## config.mk

```make
export PLATFORM = sky130hd
export DESIGN_NAME = guess_history_buf
export DESIGN_NICKNAME = d
export VERILOG_FILES = /design/src/rtl/guess_history_buf.sv
export SDC_FILE = /design/constraint.sdc
export NUM_CORES = 1
export LEC_CHECK = 0
export ABC_AREA = 0
export CORE_MARGIN = 1.5
export CORE_UTILIZATION = 53
export DETAILED_ROUTE_END_ITERATION = 16
export GPL_ROUTABILITY_DRIVEN = 0
export PLACE_DENSITY = 0.76
export RECOVER_POWER = 100
export SKIP_CTS_REPAIR_TIMING = 1
export SLEW_MARGIN = 20
export SYNTH_ARGS = -nofsm -noshare
export SYNTH_HDL_FRONTEND = slang
export SYNTH_SLANG_ARGS = --single-unit
```

## constraint.sdc

```tcl
create_clock -name clk -period 4.5 [get_ports clk]
set_input_delay 0.675 -clock clk [delete_from_list [all_inputs] [get_ports clk]]
set_output_delay 0.675 -clock clk [all_outputs]
set_load 0.02 [all_outputs]
```

## src/rtl/guess_history_buf.sv

```systemverilog
// Turn-history buffer for the code-breaking game.
// Records guesses with feedback in play mode; browses them in browse mode.
module guess_history_buf #(
  parameter int PEGS  = 4,
  parameter int PEG_W = 3,
  parameter int DEPTH = 8,
  parameter int FB_W  = 3
) (
  input  logic                       clk,
  input  logic                       reset,
  input  logic                       mode,
  input  logic                       btn_up,
  input  logic                       btn_down,
  input  logic                       btn_select,
  input  logic [PEGS*PEG_W-1:0]      guess,
  input  logic [FB_W-1:0]            fb_black,
  input  logic [FB_W-1:0]            fb_white,
  output logic [PEGS*PEG_W-1:0]      sel_guess,
  output logic [FB_W-1:0]            sel_black,
  output logic [FB_W-1:0]            sel_white,
  output logic [$clog2(DEPTH)-1:0]   sel_turn,
  output logic [$clog2(DEPTH+1)-1:0] count,
  output logic                       sel_valid,
  output logic                       full,
  output logic                       last_turn,
  output logic                       store_ack
);

  localparam int GW = PEGS * PEG_W;
  localparam int TW = $clog2(DEPTH);
  localparam int CW = $clog2(DEPTH + 1);
  localparam int EW = GW + 2 * FB_W;

  typedef logic [EW-1:0] entry_t;

  entry_t          mem_q [DEPTH];
  entry_t          mem_d [DEPTH];
  logic [CW-1:0]   count_q, count_d;
  logic [TW-1:0]   sel_turn_q, sel_turn_d;
  entry_t          sel_q, sel_d;
  logic            sel_valid_q, sel_valid_d;
  logic            full_q, full_d;
  logic            last_turn_q, last_turn_d;
  logic            store_ack_q, store_ack_d;

  logic            is_full;
  logic [TW-1:0]   newest;
  logic [TW-1:0]   wr_idx;
  entry_t          wdata;
  entry_t          rd;

  assign is_full = (count_q == CW'(DEPTH));
  assign newest  = (count_q == '0) ? '0 : TW'(count_q - CW'(1));
  assign wr_idx  = count_q[TW-1:0];
  assign wdata   = {guess, fb_black, fb_white};

  // Next-state: commit in play mode, selection stepping in browse mode.
  always_comb begin
    mem_d       = mem_q;
    count_d     = count_q;
    sel_turn_d  = newest;
    store_ack_d = 1'b0;
    if (!mode) begin
      if (btn_select && !is_full) begin
        mem_d[wr_idx] = wdata;
        count_d       = count_q + CW'(1);
        sel_turn_d    = wr_idx;
        store_ack_d   = 1'b1;
      end
    end else begin
      sel_turn_d = sel_turn_q;
      if (count_q == '0) begin
        sel_turn_d = '0;
      end else if (btn_up && !btn_down) begin
        if (sel_turn_q < newest)
          sel_turn_d = sel_turn_q + TW'(1);
      end else if (btn_down && !btn_up) begin
        if (sel_turn_q != '0)
          sel_turn_d = sel_turn_q - TW'(1);
      end
    end
    rd          = mem_d[sel_turn_d];
    sel_valid_d = (count_d != '0);
    sel_d       = sel_valid_d ? rd : '0;
    full_d      = (count_d == CW'(DEPTH));
    last_turn_d = !mode && (count_d == CW'(DEPTH - 1));
  end

  // State and output registers with synchronous reset.
  always_ff @(posedge clk) begin
    if (reset) begin
      for (int i = 0; i < DEPTH; i++)
        mem_q[i] <= '0;
      count_q     <= '0;
      sel_turn_q  <= '0;
      sel_q       <= '0;
      sel_valid_q <= 1'b0;
      full_q      <= 1'b0;
      last_turn_q <= 1'b0;
      store_ack_q <= 1'b0;
    end else begin
      for (int i = 0; i < DEPTH; i++)
        mem_q[i] <= mem_d[i];
      count_q     <= count_d;
      sel_turn_q  <= sel_turn_d;
      sel_q       <= sel_d;
      sel_valid_q <= sel_valid_d;
      full_q      <= full_d;
      last_turn_q <= last_turn_d;
      store_ack_q <= store_ack_d;
    end
  end

  assign sel_guess = sel_q[EW-1 -: GW];
  assign sel_black = sel_q[2*FB_W-1 -: FB_W];
  assign sel_white = sel_q[FB_W-1:0];
  assign sel_turn  = sel_turn_q;
  assign count     = count_q;
  assign sel_valid = sel_valid_q;
  assign full      = full_q;
  assign last_turn = last_turn_q;
  assign store_ack = store_ack_q;

endmodule
```

==> flow_metrics.env <==
export IMPL_hold_viol_final=0
export IMPL_period_share_pct=91.7
export IMPL_grt_pass1_vias=6840
export IMPL_synth_edf_count=0
export IMPL_root_buffer="clkbuf_16"
export IMPL_violations="capacitance limit, slew limit"
export IMPL_num_rows=44
export IMPL_drv_slew=157
export IMPL_dieArea_mm2=0.0159
export IMPL_portBuffers=52
export IMPL_dr_pass1_iters=5
export IMPL_cts_sinks=173
export IMPL_cap_violations=2
export IMPL_nFillCells=1274
export IMPL_die_h_um=126
export IMPL_grt_start_max_net_pins=80
export IMPL_synth_seq_cells=173
export IMPL_vias=7566
export IMPL_path_cells="clkinv_1 > ha_1 > or3b_1 > o21ai_0 > ha_1 > or3_1 > nor3_1 > o2111a_1 > nor3_2 > clkbuf_2 > buf_4 > a21oi_1 > a211oi_1 > or3_1"
export IMPL_synthArstFlopShare_pct=0
export IMPL_final_area_mm2=0.00914
export IMPL_grt_overflow=0
export IMPL_path_clk_slew_ns=0.06
export IMPL_clock_path_buffers=2
export IMPL_synth_area_mm2=0.00804
export IMPL_die_w_um=126
export IMPL_cellLeakagePower_nw=3.22
export IMPL_critPathMaxFanout=26
export IMPL_crit_arrival_ns=4.43
export IMPL_finalSetupViolations=0
export IMPL_grt_use_total_pct=28.4
export IMPL_synth_ff_type="dfxtp_1"
export IMPL_clkLatencyLatePin_ns=0.43
export IMPL_power_density_mw_per_mm2=375
export IMPL_dr_first_iter_drc_count=922
export IMPL_mostFrequentLayoutCells="317 x nand2_1, 173 x dfxtp_1, 165 x a21oi_1, 54 x nor2_1, 36 x a211oi_1"
export IMPL_status="finished, violations left"
export IMPL_slew_headroom_pct=-10.6
export IMPL_seq_area_mm2=0.00346
export IMPL_fmaxAchievable_mhz=242
export IMPL_cpMaxStageDelayCell="clkbuf_2"
export IMPL_path_buf_inv=3
export IMPL_max_stage_delay_ns=0.50
export IMPL_drive_gt1_share_pct=5.97
export IMPL_synth_seq_area_share_pct=43.1
export IMPL_vdd_ir_drop_worst_v=0.000276
export IMPL_initial_utilization_pct=54.7
export IMPL_dp_hpwl_mm=14.6
export IMPL_wirelength_mm=22.5
export IMPL_tightestPinTransition_ns=1.66
export IMPL_place_area_mm2=0.00861
export IMPL_core_mm2=0.0147
export IMPL_route_detailed_drc=0
export IMPL_worst_setup_path_end_kind="flip-flop"
export IMPL_multiInputGateArea_mm2=0.00416
export IMPL_synth_nets=1087
export IMPL_wl_per_cell_um=17.9
export IMPL_antenna_found_initial=0
export IMPL_finalCriticalPeriod_ns=4.13
export IMPL_ant_nets=0
export IMPL_detail_route_vias_per_cell=6.02
export IMPL_syn_area_per_cell_um2=7.62
export IMPL_rsz0062_at_grt="no"
export IMPL_synth_cell_types=61
export IMPL_grt_pass1_wl_mm=36.3
export IMPL_fin_tns_setup_ns=0
export IMPL_hold_path_class="flip-flop to flip-flop"
export IMPL_num_antenna_cells=0
export IMPL_start_kind="flip-flop"
export IMPL_cts_tree="yes"
export IMPL_layout_commonest_cell="nand2_1"
export IMPL_path_delay_family="simple AND/OR/NAND/NOR gates"
export IMPL_worst_ep_required_time_ns=4.81
export IMPL_htree_levels=4
export IMPL_cts_buffers=17
export IMPL_critPathKind="flip-flop to flip-flop"
export IMPL_io_pins=53
export IMPL_netlist_instances=1055
export IMPL_yosys_warnings=0
export IMPL_fin_nets=1092
export IMPL_synthToLayoutAreaGrowth_pct=13.7
export IMPL_skew_ns=0.0101
-- worst paths after layout --
check	startpoint	to	slack, ns	cells past startpoint
worst min-delay path	mem_q[26]	mem_q[26]	0.45	2
worst min register to register	mem_q[26]	mem_q[26]	0.45	2
worst max-delay path	count[1]	sel_q[16]	0.37	14
worst max register to register	count[1]	sel_q[16]	0.37	14
-- registers in the layout, indices dropped and copies added (netlist names) --
name and cells:
sel_q 18, sel_valid 1, last_turn 1, mem_q 144
count 4, store_ack 1, sel_turn 3, full 1
-- cell type report --
type | count | area share [%]
well taps | 184 | 2.52
flip-flops and latches | 173 | 37.9
inverters | 6 | 0.246
clock inverters | 10 | 1.27
repair buffers | 78 | 7.59
multi-input cells | 784 | 45.5
clock buffers | 21 | 5.04
-- stage by stage --
step / cells / util, % / total power [mW] / hold slack (ns) / setup slack (ns)
final: 1256 / 62.2 / 3.43 / 0.454 / 0.372
after global routing: 1256 / 62.2 / 3.54 / 0.468 / 0.139
after CTS: 1256 / 62.5 / 3.44 / 0.455 / 0.561
after detailed placement: 1225 / 58.6 / 2.02 / 0.446 / 0.424
after global placement: 1225 / 58.6 / 2.02 / 0.441 / 0.456
after floorplan: 1055 / - / 1.89 / 0.433 / 0.207
-- tightest hold or removal path: cells and delay by family (launching register included) --
family / cells / cell delay [ns]
AO/OA/AOI/OAI: 1 / 0.05
AND/OR/NAND/NOR: 1 / 0.05
flip-flops: 1 / 0.31
-- cells in the mapped netlist, drive strengths merged (6+ instances only) --
library cell | n | area [µm²]
nand3 | 9 | 55.1
a211oi | 38 | 303
nand2 | 318 | 1200
o31ai | 17 | 128
mux2i | 20 | 200
a21oi | 165 | 826
nor3 | 22 | 110
nor2b | 6 | 37.5
ha | 8 | 100
buf | 22 | 136
o22a | 17 | 149
o311ai | 17 | 149
nor2 | 56 | 213
or3 | 21 | 131
o22ai | 18 | 113
dfxtp | 173 | 3460
clkbuf | 70 | 263
-- power by group --
group          leakage, nW  internal [mW]  switching (mW)
Sequential            1.40           1.56          0.0194
Clock                0.279          0.843           0.600
Combinational         1.54          0.148           0.264
Total                 3.22           2.55           0.883
-- per-layer routing --
layer  routed length, µm  GRT usage [%]
met5                   0              0
met4                 216           6.83
met3                2170           6.97
met2                9770           42.5
met1               10300           41.4
-- cells by family after synthesis --
| group | Yosys count | share of synthesized area (%) |
|---|---|---|
| simple gates | 453 | 23.7 |
| compound gates | 299 | 23.8 |
| flops | 173 | 43.1 |
| buf+inv | 98 | 5.24 |
| mux | 20 | 2.49 |
| fa+ha+maj | 8 | 1.24 |
| xor+xnor | 4 | 0.436 |
(Power assumes the default switching activity.)
